## config.mk

```make
export PLATFORM = sky130hd
export DESIGN_NAME = apb_master_arb
export DESIGN_NICKNAME = d
export VERILOG_FILES = /design/src/rtl/apb_master_arb.sv
export SDC_FILE = /design/constraint.sdc
export NUM_CORES = 1
export LEC_CHECK = 0
export CAP_MARGIN = 10
export CORE_MARGIN = 4
export CORE_UTILIZATION = 39
export DETAILED_ROUTE_END_ITERATION = 6
export PLACE_DENSITY = 0.92
export SETUP_SLACK_MARGIN = 0.5
export SYNTH_ARGS = -nofsm -noshare
export SYNTH_HDL_FRONTEND = slang
export SYNTH_SLANG_ARGS = --single-unit
export TNS_END_PERCENT = 10
```

## constraint.sdc

```tcl
create_clock -name clk -period 2.4 [get_ports clk]
set_input_delay 0.72 -clock clk [delete_from_list [all_inputs] [get_ports clk]]
set_output_delay 0.72 -clock clk [all_outputs]
set_load 0.005 [all_outputs]
```

## src/rtl/apb_master_arb.sv

```systemverilog
// Two-requester APB master: arbitrates req0/req1, runs SETUP/ACCESS/CAPTURE, returns done and read data.
// Optional feature: define APB_RR_EN for round-robin arbitration (default build is fixed priority, req0 first).
`ifndef addrWidth
`define addrWidth 32
`endif
`ifndef dataWidth
`define dataWidth 32
`endif

module apb_master_arb #(
  parameter int unsigned ACC_CYCLES = 1
) (
  input  logic                  clk,
  input  logic                  reset,
  input  logic                  req0_valid,
  input  logic [`addrWidth-1:0] req0_addr,
  input  logic [`dataWidth-1:0] req0_wdata,
  input  logic                  req0_write,
  output logic                  req0_ack,
  output logic                  req0_done,
  input  logic                  req1_valid,
  input  logic [`addrWidth-1:0] req1_addr,
  input  logic [`dataWidth-1:0] req1_wdata,
  input  logic                  req1_write,
  output logic                  req1_ack,
  output logic                  req1_done,
  output logic [`dataWidth-1:0] rdata,
  output logic [`addrWidth-1:0] paddr,
  output logic [`dataWidth-1:0] pwdata,
  output logic                  pwrite,
  output logic                  psel,
  output logic                  penable,
  input  logic [`dataWidth-1:0] prdata
);

  localparam int unsigned CNT_W = 4;
  localparam logic [CNT_W-1:0] CNT_LAST = CNT_W'(ACC_CYCLES - 1);

  typedef enum logic [1:0] {
    IDLE    = 2'd0,
    SETUP   = 2'd1,
    ACCESS  = 2'd2,
    CAPTURE = 2'd3
  } state_t;

  state_t           state_q;
  state_t           state_d;
  logic [CNT_W-1:0] cnt_q;
  logic             gnt_q;
  logic             gnt_d;
  logic             grant_c;

`ifdef APB_RR_EN
  logic             last_q;
`endif

  // State register
  always_ff @(posedge clk) begin
    if (reset) begin
      state_q <= IDLE;
    end else begin
      state_q <= state_d;
    end
  end

  // Next state, arbitration and the same-cycle ack pulse
  always_comb begin
    state_d  = state_q;
    grant_c  = 1'b0;
    gnt_d    = 1'b0;
    req0_ack = 1'b0;
    req1_ack = 1'b0;
    case (state_q)
      IDLE: begin
        if (!reset && (req0_valid || req1_valid)) begin
          grant_c = 1'b1;
`ifdef APB_RR_EN
          if (req0_valid && req1_valid) begin
            gnt_d = ~last_q;
          end else begin
            gnt_d = req1_valid;
          end
`else
          gnt_d = ~req0_valid;
`endif
          req0_ack = ~gnt_d;
          req1_ack = gnt_d;
          state_d  = SETUP;
        end
      end
      SETUP:   state_d = ACCESS;
      ACCESS:  if (cnt_q == CNT_LAST) state_d = CAPTURE;
      CAPTURE: state_d = IDLE;
      default: state_d = IDLE;
    endcase
  end

  // APB bus registers, access counter, completion and read data
  always_ff @(posedge clk) begin
    if (reset) begin
      psel      <= 1'b0;
      penable   <= 1'b0;
      pwrite    <= 1'b0;
      paddr     <= '0;
      pwdata    <= '0;
      rdata     <= '0;
      cnt_q     <= '0;
      gnt_q     <= 1'b0;
      req0_done <= 1'b0;
      req1_done <= 1'b0;
    end else begin
      psel      <= (state_d == SETUP) || (state_d == ACCESS);
      penable   <= (state_d == ACCESS);
      req0_done <= 1'b0;
      req1_done <= 1'b0;
      if (grant_c) begin
        paddr  <= gnt_d ? req1_addr  : req0_addr;
        pwdata <= gnt_d ? req1_wdata : req0_wdata;
        pwrite <= gnt_d ? req1_write : req0_write;
        gnt_q  <= gnt_d;
      end
      if (state_q == SETUP) begin
        cnt_q <= '0;
      end else if (state_q == ACCESS) begin
        cnt_q <= cnt_q + CNT_W'(1);
      end
      if (state_q == CAPTURE) begin
        if (!pwrite) rdata <= prdata;
        req0_done <= ~gnt_q;
        req1_done <= gnt_q;
      end
    end
  end

`ifdef APB_RR_EN
  // Last-granted requester, consulted only on simultaneous requests
  always_ff @(posedge clk) begin
    if (reset) begin
      last_q <= 1'b1;
    end else if (grant_c) begin
      last_q <= gnt_d;
    end
  end
`endif

endmodule

```

==> out/results.txt, run 1 <==
status - completed
crit end category - output port
global-route wire length before repair - 24900 um
Switch Pwr - 2.11 mW
Least-Margin Pin Slew - 0.606 ns
Worst EP required - 1.68 ns
CP max FO - 2
vias in the first global route - 4945
GR Util All Layers - 21.4%
Final Hold Vio Count - 0
Die Y-Extent - 119 um
hold crit path type - flip-flop to flip-flop
RSZ-0062 raised after global routing - true
Int Pwr - 4.43 mW
worst r2r src - state_q[0]
GPL Wtd Cong - 0.783
H-tree levels - 3
count of final max-slew check failures - 0
largest buffer count on any clock path - 2
IO Port Bufs - 268
min Tclk post-route - 2.11 ns
WL final - 16000 um
num ports - 269
busiest metal layer after global routing - met2
syn nets - 663
R2R setup slack - 0.43 ns
core area - 0.0121 sq mm
CP startpoint - state_q[0]
via/cell ratio - 5.10
Clk pin slew, worst setup/hold paths - 0.07 ns
Syn Std Cell Area - 0.00483 sq mm
final setup margin - 0.290 ns
initial antenna violation count - 1
Placement Setup Slack - -0.176 ns
CP Launch Type - flip-flop
DR iter-0 viols - 242
VDD IR max - 468 uV
worst path arrival time - 1.39 ns
Comb pwr share - 41.8%
met2 usage - 41.2%
hold path depth - 1
Die ar. - 0.0142 sq mm
Leak Pwr - 3.18 nW
clock root buffer - clkbuf_16
crit path to - req1_ack
crit path kind - flip-flop to output port
drt pass-1 iters - 4
Fillers - 881
share of layout cells above drive strength 1 - 14.5%
skew final - 0.00649 ns
DP Area - 0.00766 sq mm
PwrDens - 808 mW/mm^2
final setup TNS - 0 ns
TritonCTS Buffers - 9
clk_lat worst skew - 0.34 ns
top cell type's share of synthesized area - 44.8%
post-layout instance area - 0.00809 sq mm
pin count of the biggest net entering global routing - 67
chip width - 119 um
sequential share of power - 36.0%
Max transition margin - 59.6%
grt total ovfl - 0
sequential area share after synthesis - 44.8%
row cnt - 40
drt wl/cell - 17.4 um
Synth area leaders - dfxtp_1, mux2i_1, a211oi_2
Detailed Place HPWL - 12100 um
cts-stage hold buffer count - 0
met1 Usage GRT - 21.7%
Ys Warns - 0
Starting Density - 40.0%
Fmax - 474 MHz
number of remaining DRC errors - 0
switching share of power - 32.3%
Post-Synthesis Cells - 490
grt met3 use - 7.45%
fin nets - 918
final period utilization - 87.9%
MaxCap Viol Count - 0
via count - 4689
Mean Syn Cell Area - 9.85 sq um
Area growth syn-to-layout - 67.5%
Core Util, Final - 67.1%
Final setup viols - 0
FF-to-FF path depth - 10
Fin Hold WS - 0.456 ns
Reg-to-Reg End - paddr[30]
synth unique cells - 26
CTS tree - built
#FFs+latches synth - 108
Yosys top cell by area - dfxtp_1
Clock power frac - 22.2%
CTS Sinks - 108
DRT antenna net count - 0
==> what timing repair did <==
action | 4_1_cts | 5_1_grt
resized for setup | 27 | 14
setup endpoints to repair | 193 | 142
buffers inserted | 5 | 3
pin swaps | 3 | 2
==> flip-flops by register name (all words and copies together) (netlist names) <==
name / count
req0_done: 1
penable: 1
cnt_q: 4
state_q: 2
paddr: 32
pwdata: 32
psel: 1
req1_done: 1
gnt_q: 1
pwrite: 1
rdata: 32
==> per-layer routing <==
layer,wire (um),vias up
li1,-,2265
met1,5820,2222
met2,8610,182
met3,1360,20
met4,192,0
met5,0,-
==> Yosys cell counts (all sizes together) <==
master	instances
nand4	1
mux2i	66
nor3	4
nand2b	1
or2	1
o21a	1
nor2	3
nor3b	1
dfxtp	108
nor2b	4
a21oi	98
nor4b	1
nand2	66
xnor2	1
buf	27
ha	7
xor2	2
a211oi	67
and3b	2
clkbuf	23
inv	4
and2	2
==> power groups by stage <==
stage / clock, mW / combinational [mW] / sequential [mW]
4_1_cts: 1.48 / 2.73 / 2.36
3_5_place_dp: 0 / 2.60 / 2.39
3_3_place_gp: 0 / 2.50 / 2.36
6_report: 1.45 / 2.73 / 2.35
2_1_floorplan: 0 / 1.32 / 2.39
5_1_grt: 1.56 / 2.95 / 2.40
==> worst min path at each step <==
| stage | slack, ns | end | from |
|---|---|---|---|
| floorplan | 0.41 | req0_done | gnt_q |
| global placement | 0.44 | req0_done | gnt_q |
| detailed placement | 0.44 | req0_done | gnt_q |
| CTS | 0.46 | req0_done | gnt_q |
| global route | 0.47 | req0_done | gnt_q |
| finish | 0.46 | req0_done | gnt_q |
==> layout make-up <==
cell class | instances | area [sq um] | area share (%)
flip-flops and latches | 108 | 2170 | 26.8
well taps | 168 | 210 | 2.60
multi-input cells | 328 | 2420 | 30.0
repair buffers | 294 | 2970 | 36.7
clock buffers | 10 | 239 | 2.95
clock inverters | 6 | 55.1 | 0.681
diodes | 1 | 2.50 | 0.0309
inverters | 4 | 17.5 | 0.217
==> cell usage in the layout, fill, tap and decap left out, types with 5 or more instances in the layout <==
master and instances:
a211oi_2 50, dlymetal6s2s_1 12, mux2i_1 66, buf_12 5, clkbuf_16 9, a21oi_1 98
buf_4 20, a211oi_1 17, nand2_1 66, ha_1 6, dfxtp_1 103, clkdlybuf4s50_1 250
==> cells by family after synthesis <==
| family | after synthesis | synth area share, % |
|---|---|---|
| compound gates | 166 | 25.9 |
| flops | 108 | 44.8 |
| fa+ha+maj | 7 | 1.81 |
| xor+xnor | 3 | 0.544 |
| simple gates | 86 | 7.65 |
| buf+inv | 54 | 5.60 |
| mux | 66 | 13.7 |
==> critical path, stage by stage, from the launching register on <==
cell and delay, ns:
dfxtp_4 0.35, inv_4 0.06, ha_4 0.12, nor2b_4 0.15, buf_6 0.11, and3b_1 0.14
buf_2 0.11
==> through the flow <==
stage / instances / total power [mW]
6_report: 919 / 6.53
3_3_place_gp: 894 / 4.86
4_1_cts: 915 / 6.56
3_5_place_dp: 894 / 4.99
2_1_floorplan: 490 / 3.71
5_1_grt: 919 / 6.91
No activity file was read; power rests on OpenSTA's default activity.
==> run 2, diff against run 1 <==
--- a/config.mk
+++ b/config.mk
@@ -11,6 +11,7 @@
 export DETAILED_ROUTE_END_ITERATION = 6
 export PLACE_DENSITY = 0.92
 export SETUP_SLACK_MARGIN = 0.5
+export SLEW_MARGIN = 0
 export SYNTH_ARGS = -nofsm -noshare
 export SYNTH_HDL_FRONTEND = slang
 export SYNTH_SLANG_ARGS = --single-unit
==> results of run 2 <==
The final DEF is identical to that of run 1; final timing and power are the same.
==> run 3, diff against run 2 <==
--- a/config.mk
+++ b/config.mk
@@ -7,9 +7,9 @@
 export LEC_CHECK = 0
 export CAP_MARGIN = 10
 export CORE_MARGIN = 4
-export CORE_UTILIZATION = 39
+export CORE_UTILIZATION = 42
 export DETAILED_ROUTE_END_ITERATION = 6
-export PLACE_DENSITY = 0.92
+export PLACE_DENSITY = 0.95
 export SETUP_SLACK_MARGIN = 0.5
 export SLEW_MARGIN = 0
 export SYNTH_ARGS = -nofsm -noshare
==> constraint.sdc (replaced) <==
create_clock -name clk -period 2.63 [get_ports clk]
set_input_delay 0.789 -clock clk [delete_from_list [all_inputs] [get_ports clk]]
set_output_delay 0.789 -clock clk [all_outputs]
set_load 0.005 [all_outputs]
==> out/results.txt, run 3 (synthesis gave the netlist of run 1 again) <==
H-tree levels - 3
post-layout instance area - 0.00788 sq mm
VDD IR max - 672 uV
Die Y-Extent - 115 um
worst r2r src - state_q[1]
largest buffer count on any clock path - 2
Slowest Stage Delay on Critical Path - 0.18 ns
WL final - 15400 um
Worst EP required - 1.84 ns
num ports - 269
via/cell ratio - 5.28
GPL Wtd Cong - 0.775
pin count of the biggest net entering global routing - 68
TritonCTS Buffers - 9
DRT antenna net count - 0
skew final - 0.0113 ns
MaxCap Viol Count - 0
CTS Sinks - 108
R2R setup slack - 0.67 ns
hold crit path type - flip-flop to flip-flop
share of layout cells above drive strength 1 - 12.7%
grt total ovfl - 0
Fillers - 785
CP startpoint - reset
fin nets - 907
Least-Margin Pin Slew - 0.603 ns
clock root buffer - clkbuf_16
RSZ-0062 raised after global routing - true
min Tclk post-route - 2.14 ns
Final setup viols - 0
metal3 WL - 1460 um
Max stage delay cell, worst path - and3b_1
status - completed
crit end category - output port
Max transition margin - 59.8%
sequential share of power - 36.8%
met1 wire length - 5500 um
Switch Pwr - 1.89 mW
number of remaining DRC errors - 0
cts-stage hold buffer count - 0
Final Hold Vio Count - 0
PwrDens - 739 mW/mm^2
GR Util All Layers - 22.3%
Die ar. - 0.0133 sq mm
largest registers - paddr x32, pwdata x32, rdata x32
Core Util, Final - 71.4%
Detailed Place HPWL - 11700 um
Fmax - 467 MHz
Clock power frac - 22.5%
final period utilization - 81.4%
Comb pwr share - 40.7%
CP max FO - 3
DP Area - 0.00755 sq mm
row cnt - 38
DR iter-0 viols - 162
switching share of power - 32.5%
initial antenna violation count - 0
Area growth syn-to-layout - 63.2%
Int Pwr - 3.93 mW
global-route wire length before repair - 23600 um
Highest Signal Layer - met4
via count - 4639
worst path arrival time - 1.35 ns
wire length on met2 - 8040 um
core area - 0.0110 sq mm
drt pass-1 iters - 4
Clk pin slew, worst setup/hold paths - 0.08 ns
Leak Pwr - 2.90 nW
drt wl/cell - 17.5 um
vias in the first global route - 4964
crit path kind - primary input to output port
clk_lat worst skew - 0.35 ns
hold path startpoint - rdata[3]
count of final max-slew check failures - 0
IO Port Bufs - 268
Fin Hold WS - 0.459 ns
Ant. Diodes - 0
Starting Density - 43.8%
most common cell after layout, fill and taps aside - clkdlybuf4s50_1
most frequent cells in the layout - clkdlybuf4s50_1, dfxtp_1, a21oi_1, nand2_1, mux2i_1
chip width - 115 um
CP cell instances - buf_4, nor2b_4, and3b_1, buf_2
CTS tree - built
CP Launch Type - primary input
-- run 3: stage by stage --
| stage | power, mW | cells | setup TNS [ns] | worst slack, ns |
|---|---|---|---|---|
| finish | 5.82 | 879 | 0 | 0.488 |
| global placement | 4.36 | 860 | -0.0906 | -0.0906 |
| floorplan | 3.39 | 490 | 0 | 0.312 |
| CTS | 5.86 | 879 | 0 | 0.500 |
| detailed placement | 4.48 | 860 | -0.119 | -0.119 |
| global route | 6.14 | 879 | 0 | 0.443 |
-- run 3: cell type report --
cell class | count | area [sq um] | share of cell area [%]
Clock inverter | 6 | 62.6 | 0.794
Timing Repair Buffer | 283 | 2810 | 35.7
Sequential cell | 108 | 2160 | 27.5
Inverter | 4 | 15.0 | 0.191
Tap cell | 140 | 175 | 2.22
Clock buffer | 10 | 229 | 2.91
Multi-Input combinational cell | 328 | 2420 | 30.7
-- run 3: worst paths after layout --
| check | to | depth (start not counted) |
|---|---|---|
| worst max-delay path | req1_ack | 4 |
| worst min-delay path | rdata[3] | 2 |
| worst max register to register | pwdata[4] | 7 |
| worst min register to register | rdata[3] | 2 |
-- run 3: timing repair --
action / 4_1_cts / 5_1_grt
pin swaps: 3 / 0
setup endpoints to repair: 69 / 102
gates resized for setup: 16 / 2
setup buffers: 3 / 0
-- run 3: power by group through the flow --
stage / Combinational (mW) / Clock, mW / Sequential [mW]
finish: 2.37 / 1.31 / 2.14
floorplan: 1.21 / 0 / 2.18
global placement: 2.21 / 0 / 2.15
global route: 2.56 / 1.40 / 2.17
CTS: 2.38 / 1.35 / 2.14
detailed placement: 2.31 / 0 / 2.17
-- run 3: routing by layer --
layer | vias to the layer above | track usage, %
li1 | 2234 | -
met1 | 2183 | 21.9
met2 | 192 | 42.7
met3 | 30 | 8.11
met4 | 0 | 7.51
met5 | - | 0
-- run 3: critical path, delay by kind of cell --
| family | cells | cell delay (ns) |
|---|---|---|
| buf+inv | 2 | 0.24 |
| simple gates | 2 | 0.32 |
